File: src/rtl/ex_operand_if.sv
// Bundle of decode-side, forwarding and execute-side signals around the ID/EX operand stage.
interface ex_operand_if #(
  parameter int unsigned XLEN    = 32,
  parameter int unsigned REGADDR = 5
);
  logic               id_valid;
  logic               id_ready;
  logic [REGADDR-1:0] id_rs1_addr;
  logic [REGADDR-1:0] id_rs2_addr;
  logic [XLEN-1:0]    id_rs1_data;
  logic [XLEN-1:0]    id_rs2_data;
  logic [XLEN-1:0]    id_imm;
  logic               id_use_imm;
  logic [REGADDR-1:0] id_rd_addr;
  logic               id_reg_write;
  logic               id_is_load;
  logic [3:0]         id_alu_control;
  logic               flush;
  logic               exm_reg_write;
  logic [REGADDR-1:0] exm_rd_addr;
  logic [XLEN-1:0]    exm_result;
  logic               wb_reg_write;
  logic [REGADDR-1:0] wb_rd_addr;
  logic [XLEN-1:0]    wb_result;
  logic               ex_valid;
  logic               ex_ready;
  logic [XLEN-1:0]    ex_a;
  logic [XLEN-1:0]    ex_b;
  logic [XLEN-1:0]    ex_store_data;
  logic [3:0]         ex_alu_control;
  logic [REGADDR-1:0] ex_rd_addr;
  logic               ex_reg_write;
  logic               ex_is_load;

  modport slave (
    input  id_valid, id_rs1_addr, id_rs2_addr, id_rs1_data, id_rs2_data, id_imm,
           id_use_imm, id_rd_addr, id_reg_write, id_is_load, id_alu_control, flush,
           exm_reg_write, exm_rd_addr, exm_result, wb_reg_write, wb_rd_addr, wb_result,
           ex_ready,
    output id_ready, ex_valid, ex_a, ex_b, ex_store_data, ex_alu_control, ex_rd_addr,
           ex_reg_write, ex_is_load
  );

  modport master (
    output id_valid, id_rs1_addr, id_rs2_addr, id_rs1_data, id_rs2_data, id_imm,
           id_use_imm, id_rd_addr, id_reg_write, id_is_load, id_alu_control, flush,
           exm_reg_write, exm_rd_addr, exm_result, wb_reg_write, wb_rd_addr, wb_result,
           ex_ready,
    input  id_ready, ex_valid, ex_a, ex_b, ex_store_data, ex_alu_control, ex_rd_addr,
           ex_reg_write, ex_is_load
  );
endinterface

File: src/rtl/ex_operand_stage.sv
// ID/EX pipeline register: operand forwarding, immediate select and load-use bubble insertion.
module ex_operand_stage #(
  parameter int unsigned XLEN    = 32,
  parameter int unsigned REGADDR = 5
) (
  input  logic         clk,
  input  logic         rst_n,
  ex_operand_if.slave  bus
);

  localparam int unsigned CTRLW = 4;

  typedef enum logic [1:0] {
    S_EMPTY  = 2'd0,
    S_FULL   = 2'd1,
    S_BUBBLE = 2'd2
  } state_e;

  state_e state_q, state_d;

  logic [XLEN-1:0]    a_q, a_d;
  logic [XLEN-1:0]    b_q, b_d;
  logic [XLEN-1:0]    store_q, store_d;
  logic [CTRLW-1:0]   alu_q, alu_d;
  logic [REGADDR-1:0] rd_q, rd_d;
  logic               rw_q, rw_d;
  logic               load_q, load_d;

  logic               full;
  logic               advance;
  logic               hazard;
  logic               id_ready_c;
  logic               accept;
  logic [XLEN-1:0]    fwd_rs1;
  logic [XLEN-1:0]    fwd_rs2;

  // x0 never forwards; EX/MEM is younger than MEM/WB so it takes priority.
  function automatic logic [XLEN-1:0] forward(
    input logic [REGADDR-1:0] addr,
    input logic [XLEN-1:0]    rf_data,
    input logic               exm_we,
    input logic [REGADDR-1:0] exm_rd,
    input logic [XLEN-1:0]    exm_val,
    input logic               wb_we,
    input logic [REGADDR-1:0] wb_rd,
    input logic [XLEN-1:0]    wb_val
  );
    if (addr == '0)                        return '0;
    else if (exm_we && (exm_rd == addr))   return exm_val;
    else if (wb_we && (wb_rd == addr))     return wb_val;
    else                                   return rf_data;
  endfunction

  assign fwd_rs1 = forward(bus.id_rs1_addr, bus.id_rs1_data, bus.exm_reg_write,
                           bus.exm_rd_addr, bus.exm_result, bus.wb_reg_write,
                           bus.wb_rd_addr, bus.wb_result);
  assign fwd_rs2 = forward(bus.id_rs2_addr, bus.id_rs2_data, bus.exm_reg_write,
                           bus.exm_rd_addr, bus.exm_result, bus.wb_reg_write,
                           bus.wb_rd_addr, bus.wb_result);

  assign full    = (state_q == S_FULL);
  assign advance = !full || bus.ex_ready;
  // A held load whose rd feeds a register source of the incoming instruction.
  assign hazard  = full && load_q && (rd_q != '0) &&
                   ((rd_q == bus.id_rs1_addr) ||
                    (!bus.id_use_imm && (rd_q == bus.id_rs2_addr)));
  assign id_ready_c = advance && !hazard && !bus.flush;
  assign accept     = bus.id_valid && id_ready_c;

  // State register.
  always_ff @(posedge clk or negedge rst_n) begin
    if (!rst_n) state_q <= S_EMPTY;
    else        state_q <= state_d;
  end

  // Next-state logic; flush overrides stall, accept and hazard.
  always_comb begin
    state_d = state_q;
    if (bus.flush)      state_d = S_EMPTY;
    else if (!advance)  state_d = state_q;
    else if (accept)    state_d = S_FULL;
    else if (hazard)    state_d = S_BUBBLE;
    else                state_d = S_EMPTY;
  end

  // Payload next values; write/load markers drop whenever the slot is not a real instruction.
  always_comb begin
    a_d     = a_q;
    b_d     = b_q;
    store_d = store_q;
    alu_d   = alu_q;
    rd_d    = rd_q;
    rw_d    = rw_q;
    load_d  = load_q;
    if (accept) begin
      a_d     = fwd_rs1;
      b_d     = bus.id_use_imm ? bus.id_imm : fwd_rs2;
      store_d = fwd_rs2;
      alu_d   = bus.id_alu_control;
      rd_d    = bus.id_rd_addr;
      rw_d    = bus.id_reg_write;
      load_d  = bus.id_is_load;
    end
    if (state_d != S_FULL) begin
      rw_d   = 1'b0;
      load_d = 1'b0;
    end
  end

  always_ff @(posedge clk or negedge rst_n) begin
    if (!rst_n) begin
      a_q     <= '0;
      b_q     <= '0;
      store_q <= '0;
      alu_q   <= '0;
      rd_q    <= '0;
      rw_q    <= 1'b0;
      load_q  <= 1'b0;
    end else begin
      a_q     <= a_d;
      b_q     <= b_d;
      store_q <= store_d;
      alu_q   <= alu_d;
      rd_q    <= rd_d;
      rw_q    <= rw_d;
      load_q  <= load_d;
    end
  end

  assign bus.id_ready       = id_ready_c;
  assign bus.ex_valid       = full;
  assign bus.ex_a           = a_q;
  assign bus.ex_b           = b_q;
  assign bus.ex_store_data  = store_q;
  assign bus.ex_alu_control = alu_q;
  assign bus.ex_rd_addr     = rd_q;
  assign bus.ex_reg_write   = rw_q;
  assign bus.ex_is_load     = load_q;

endmodule
File: src/flat_wrapper.sv
// flat-port wrapper written by rule: the top's interface ports become plain ports
module ex_operand_stage_flat 
#(
  parameter int unsigned XLEN    = 32,
  parameter int unsigned REGADDR = 5
)
  (clk, rst_n, bus_id_valid, bus_id_rs1_addr, bus_id_rs2_addr, bus_id_rs1_data, bus_id_rs2_data, bus_id_imm, bus_id_use_imm, bus_id_rd_addr, bus_id_reg_write, bus_id_is_load, bus_id_alu_control, bus_flush, bus_exm_reg_write, bus_exm_rd_addr, bus_exm_result, bus_wb_reg_write, bus_wb_rd_addr, bus_wb_result, bus_ex_ready, bus_id_ready, bus_ex_valid, bus_ex_a, bus_ex_b, bus_ex_store_data, bus_ex_alu_control, bus_ex_rd_addr, bus_ex_reg_write, bus_ex_is_load);
  ex_operand_if #(.XLEN(XLEN), .REGADDR(REGADDR)) bus_i ();
  input  logic clk;
  input  logic rst_n;
  input wire logic [$bits(bus_i.id_valid)-1:0] bus_id_valid;
  input wire logic [$bits(bus_i.id_rs1_addr)-1:0] bus_id_rs1_addr;
  input wire logic [$bits(bus_i.id_rs2_addr)-1:0] bus_id_rs2_addr;
  input wire logic [$bits(bus_i.id_rs1_data)-1:0] bus_id_rs1_data;
  input wire logic [$bits(bus_i.id_rs2_data)-1:0] bus_id_rs2_data;
  input wire logic [$bits(bus_i.id_imm)-1:0] bus_id_imm;
  input wire logic [$bits(bus_i.id_use_imm)-1:0] bus_id_use_imm;
  input wire logic [$bits(bus_i.id_rd_addr)-1:0] bus_id_rd_addr;
  input wire logic [$bits(bus_i.id_reg_write)-1:0] bus_id_reg_write;
  input wire logic [$bits(bus_i.id_is_load)-1:0] bus_id_is_load;
  input wire logic [$bits(bus_i.id_alu_control)-1:0] bus_id_alu_control;
  input wire logic [$bits(bus_i.flush)-1:0] bus_flush;
  input wire logic [$bits(bus_i.exm_reg_write)-1:0] bus_exm_reg_write;
  input wire logic [$bits(bus_i.exm_rd_addr)-1:0] bus_exm_rd_addr;
  input wire logic [$bits(bus_i.exm_result)-1:0] bus_exm_result;
  input wire logic [$bits(bus_i.wb_reg_write)-1:0] bus_wb_reg_write;
  input wire logic [$bits(bus_i.wb_rd_addr)-1:0] bus_wb_rd_addr;
  input wire logic [$bits(bus_i.wb_result)-1:0] bus_wb_result;
  input wire logic [$bits(bus_i.ex_ready)-1:0] bus_ex_ready;
  output wire logic [$bits(bus_i.id_ready)-1:0] bus_id_ready;
  output wire logic [$bits(bus_i.ex_valid)-1:0] bus_ex_valid;
  output wire logic [$bits(bus_i.ex_a)-1:0] bus_ex_a;
  output wire logic [$bits(bus_i.ex_b)-1:0] bus_ex_b;
  output wire logic [$bits(bus_i.ex_store_data)-1:0] bus_ex_store_data;
  output wire logic [$bits(bus_i.ex_alu_control)-1:0] bus_ex_alu_control;
  output wire logic [$bits(bus_i.ex_rd_addr)-1:0] bus_ex_rd_addr;
  output wire logic [$bits(bus_i.ex_reg_write)-1:0] bus_ex_reg_write;
  output wire logic [$bits(bus_i.ex_is_load)-1:0] bus_ex_is_load;
  assign bus_i.id_valid = bus_id_valid;
  assign bus_i.id_rs1_addr = bus_id_rs1_addr;
  assign bus_i.id_rs2_addr = bus_id_rs2_addr;
  assign bus_i.id_rs1_data = bus_id_rs1_data;
  assign bus_i.id_rs2_data = bus_id_rs2_data;
  assign bus_i.id_imm = bus_id_imm;
  assign bus_i.id_use_imm = bus_id_use_imm;
  assign bus_i.id_rd_addr = bus_id_rd_addr;
  assign bus_i.id_reg_write = bus_id_reg_write;
  assign bus_i.id_is_load = bus_id_is_load;
  assign bus_i.id_alu_control = bus_id_alu_control;
  assign bus_i.flush = bus_flush;
  assign bus_i.exm_reg_write = bus_exm_reg_write;
  assign bus_i.exm_rd_addr = bus_exm_rd_addr;
  assign bus_i.exm_result = bus_exm_result;
  assign bus_i.wb_reg_write = bus_wb_reg_write;
  assign bus_i.wb_rd_addr = bus_wb_rd_addr;
  assign bus_i.wb_result = bus_wb_result;
  assign bus_i.ex_ready = bus_ex_ready;
  assign bus_id_ready = bus_i.id_ready;
  assign bus_ex_valid = bus_i.ex_valid;
  assign bus_ex_a = bus_i.ex_a;
  assign bus_ex_b = bus_i.ex_b;
  assign bus_ex_store_data = bus_i.ex_store_data;
  assign bus_ex_alu_control = bus_i.ex_alu_control;
  assign bus_ex_rd_addr = bus_i.ex_rd_addr;
  assign bus_ex_reg_write = bus_i.ex_reg_write;
  assign bus_ex_is_load = bus_i.ex_is_load;
  ex_operand_stage #(.XLEN(XLEN), .REGADDR(REGADDR)) u_core (.clk(clk), .rst_n(rst_n), .bus(bus_i));
endmodule
File: config.mk
export PLATFORM = sky130hd
export DESIGN_NAME = ex_operand_stage_flat
export DESIGN_NICKNAME = d
export VERILOG_FILES = /design/src/rtl/ex_operand_if.sv /design/src/rtl/ex_operand_stage.sv /design/src/flat_wrapper.sv
export SDC_FILE = /design/constraint.sdc
export NUM_CORES = 1
export LEC_CHECK = 0
export BUFFER_PORTS_ARGS = -buffer_cell sky130_fd_sc_hd__buf_2
export CORE_UTILIZATION = 42
export CTS_BUF_LIST = sky130_fd_sc_hd__clkbuf_16
export DETAILED_ROUTE_END_ITERATION = 16
export PLACE_DENSITY = 0.74
export SLEW_MARGIN = 30
export SYNTH_ARGS = -nofsm -noshare
export SYNTH_HDL_FRONTEND = slang
export SYNTH_SLANG_ARGS = --single-unit
File: constraint.sdc
create_clock -name clk -period 2.3 [get_ports clk]
set_clock_uncertainty 0.2 [all_clocks]
set_input_delay 0.23 -clock clk [delete_from_list [all_inputs] [get_ports clk]]
set_output_delay 0.23 -clock clk [all_outputs]
set_load 0.005 [all_outputs]
==> results by group <==
Clock tree
  • Clock Latency Late Sink: about 0.34 ns
  • Clk buf depth: 2
  • Clock buffers created by TritonCTS: 9
  • # H-tree levels: 3
  • Clock Root Buffer: clkbuf_16
  • Clk slew on worst S/H paths: ~0.070 ns
  • CTS tree: done
  • Clock sinks: 109

Synth
  • Syn Std Cell Area: about 6200 sq um
  • Part of the Yosys area used for sequential elements: 43.7%
  • Syn_area_per_cell: about 8.7 sq um
  • Mapped Nets: around 920
  • FF+latch count, synth: 109
  • Number of synthesized flops with an enable pin: 0
  • Adder-Cell Fraction of Synth Area: 0%
  • Largest family of logic cells by synthesized area: compound AO/OA/AOI/OAI gates
  • Mux share of post-synthesis cell area: 0%
  • Compound-gate portion of the synthesized area: 27.0%
  • Warning count from the yosys run: 0
  • Ys flop type: dfrtp_1
  • Post-Synth Simple-Gate Area: 20.9%
  • Ys async rst share: 100%
  • Post-Synth XOR/XNOR Area: 3.79%
  • Synth cell types: 40
  • Cells after Synth: between 700 and 800

STA
  • Final hold viol count: 0
  • Final WS setup: -0.112 ns
  • Max Clk Rate: between 0.4 and 0.5 GHz
  • Minimum clock period: 2.41 ns
  • RSZ-0062 raised after global routing: yes
  • Final Max Tran Viols: 0
  • Final worst path period share: 105%
  • Slew @ Worst Pin: 0.612 ns
  • Max-slew headroom: 59.2%
  • Setup TNS: -2.95 ns
  • Setup violations, final: 70

Hold path
  • Hold Path Sink: u_core.bus.ex_b[30]
  • Min-delay src: bus_id_imm[30]
  • Hold Path Cell Cnt: 4
  • Hold Path Class: input pin to flop

Cells and area
  • Sequential Area: 2730 sq um
  • Layout area overhead: 54.1%
  • Cell Count, Final, Fillers Out: 1262
  • Most frequent cells in the layout: buf_2 (305), nand2_1 (143), dfrtp_1 (109), nor2_1 (87), a211oi_1 (47)
  • Fillers: roughly 1200
  • Final net count: 1270
  • Most common cell after layout, fill and taps aside: buf_2
  • Multi-input logic area: around 3600 sq um
  • Layout cells sized above 1: a little over 40%

Worst setup path
  • Reg2Reg Depth: 10
  • Element type at the critical path start: flop
  • Worst path most repeated cell: buf_6
  • Reg2Reg Setup Slack: -0.09 ns
  • Critical Path AT: 1.98 ns
  • Max incr delay on CP: 0.41 ns
  • Reg2Reg Capture Point: u_core.bus.ex_a[2]
  • Crit-path max FO: 3
  • Data required time at the worst endpoint: 1.87 ns
  • CP cell instances: buf_6, or4_4, o211ai_1, buf_4, or2_4, and2_4, buf_6
  • Slowest stage cell, crit path: dfrtp_1
  • FF-to-FF Start: u_core.bus.ex_rd_addr[4]
  • CP endpoint kind: output pin
  • CP Class: flop to output pin

Global routing
  • Vias in the first global route: 6720
  • GRT Util Overall: 30.9%
  • Global-route wire length before repair: between 30000 and 40000 um
  • Largest net degree at the start of global routing: 65
  • Initial antenna violation count: 4
  • Grt ovf: 0

Detailed routing
  • 1st-iter DRT viols: 674
  • Wire length per cell: 20.0 um
  • DR pass1 iterations: 5
  • Number of remaining DRC errors: 0
  • Vias/cell: ~5.8
  • Post-DRT Antenna Nets: 0
  • Total Wirelength: 25300 um
  • Vias post-DR: slightly above 7000

Die
  • Initial Util: between 40% and 50%
  • Die ar.: about 15000 sq um
  • Top Ports: 308
  • DIE WIDTH: 124 um
  • DIE HEIGHT: 124 um
  • # rows: between 40 and 50
  • CORE AREA: 14500 sq um

Status
  • Failing checks: negative setup slack
  • Status: finished with violations

Pwr
  • Total power: 5490 uW
  • Clock power frac: 25.9%
  • PD cells: around 570 nW/um^2
  • Flop pwr share: 43.8%
  • Pint: 3790 uW
  • Comb pwr share: between 30% and 40%
  • NetSw: roughly 1700 uW
  • VDD IR max: between 0.0004 and 0.0005 V
  • Switching share of power: 31.1%
  • Leakage: 0.00459 uW

Placed design
  • Hpwl dp: 16900 um
  • IO buf count: 307
  • Placed cell count: 1182
  • Gpl congestion: 0.852

Job
  • Max_cap viols: 0
[synthesized netlist by cell type, types with 2 or more instances]
cell type,count,area [sq um]
or2_2,3,18.8
buf_6,2,22.5
buf_2,15,75.1
and2_1,3,18.8
clkbuf_1,41,154
or4_1,3,22.5
o21a_1,16,120
dfrtp_1,109,2730
inv_1,2,7.51
nor2b_1,34,213
a211oi_1,47,353
a31oi_1,17,106
xnor2_1,18,158
nand4_1,2,12.5
buf_4,4,30.0
nor2_1,88,330
o31ai_1,32,240
nand2_1,160,601
o41ai_1,15,131
nand3_1,2,10.0
xor2_1,9,78.8
o21ai_1,19,95.1
a311o_1,34,340
o311ai_0,2,17.5
a21boi_0,15,113
o311ai_1,13,114
a22oi_1,2,15.0
[how the worst max path moves through the flow]
| stage | end | from | slack, ns |
|---|---|---|---|
| 2_1_floorplan | u_core.bus.ex_b[28] | u_core.bus.ex_rd_addr[0] | 0.08 |
| 3_3_place_gp | u_core.bus.ex_a[16] | u_core.bus.ex_rd_addr[3] | 0.004 |
| 3_5_place_dp | u_core.bus.ex_a[16] | u_core.bus.ex_rd_addr[3] | -0.08 |
| 4_1_cts | bus_id_ready | u_core.bus.ex_rd_addr[3] | -0.08 |
| 5_1_grt | u_core.bus.ex_a[20] | u_core.bus.ex_rd_addr[4] | -0.18 |
| 6_report | bus_id_ready | u_core.bus.ex_rd_addr[4] | -0.11 |
[per-stage QoR]
stage | worst slack [ns] | hold slack [ns] | utilization, % | area [sq um]
2_1_floorplan | 0.0784 | -0.266 | - | 6240
3_3_place_gp | 0.00405 | 0.0676 | 56.1 | 8160
3_5_place_dp | -0.0810 | 0.0667 | 56.1 | 8160
4_1_cts | -0.0766 | 0.00403 | 62.4 | 9070
5_1_grt | -0.180 | 0.00187 | 66.2 | 9620
6_report | -0.112 | 0.0125 | 66.2 | 9620
[cell families (layout without fill, tap and decap cells)]
| group | Yosys count | after routing |
|---|---|---|
| AND/OR/NAND/NOR | 303 | 303 |
| AO/OA/AOI/OAI | 217 | 217 |
| flip-flops | 109 | 109 |
| buffers and inverters | 64 | 418 |
| XOR/XNOR | 27 | 27 |
| other | 0 | 4 |
[worst max-delay path, delay by kind of cell, from the launching register on]
kind / cells / cell delay, ns
flip-flops: 1 / 0.41
buffers and inverters: 3 / 0.39
AO/OA/AOI/OAI: 1 / 0.20
AND/OR/NAND/NOR: 3 / 0.64
[power groups by stage]
stage | registers [uW] | logic, uW | clock network [uW]
after detailed placement | 2410 | 1370 | 0
after global placement | 2400 | 1350 | 0
after CTS | 2380 | 1500 | 1440
after floorplan | 2420 | 572 | 0
after global routing | 2430 | 1820 | 1520
final | 2400 | 1670 | 1420
[per-layer routing]
layer  global-route usage (%)  wire (um)
met1                     41.5      10200
met2                     47.6      11800
met3                     7.33       2380
met4                     13.5        967
met5                        0          0
[area by class of cell]
type                    instances  share of cell area, %
clock inverters                 5                  0.299
inverters                       2                 0.0781
multi-input cells             547                   37.8
repair buffers                402                   28.6
clock buffers                   9                   2.34
well taps                     184                   2.39
diodes                          4                  0.104
flip-flops and latches        109                   28.4
[flip-flops by register name (all words and copies together), names as in the netlist]
signal	flops
u_core.bus.ex_a	32
u_core.bus.ex_reg_write	1
u_core.bus.ex_rd_addr	5
u_core.bus.ex_store_data	32
u_core.bus.ex_is_load	1
u_core.state_q	2
u_core.bus.ex_alu_control	4
u_core.bus.ex_b	32
[what timing repair did]
action                                 in CTS  in global routing
endpoints found under the hold margin      85                  0
pin swaps                                   5                 15
hold buffers                               45                  0
resized for setup                          22                 71
setup endpoints to repair                  36                109
buffers inserted                            5                  3
gates cloned                                2                  7
Power figures use the tool's default switching activity.
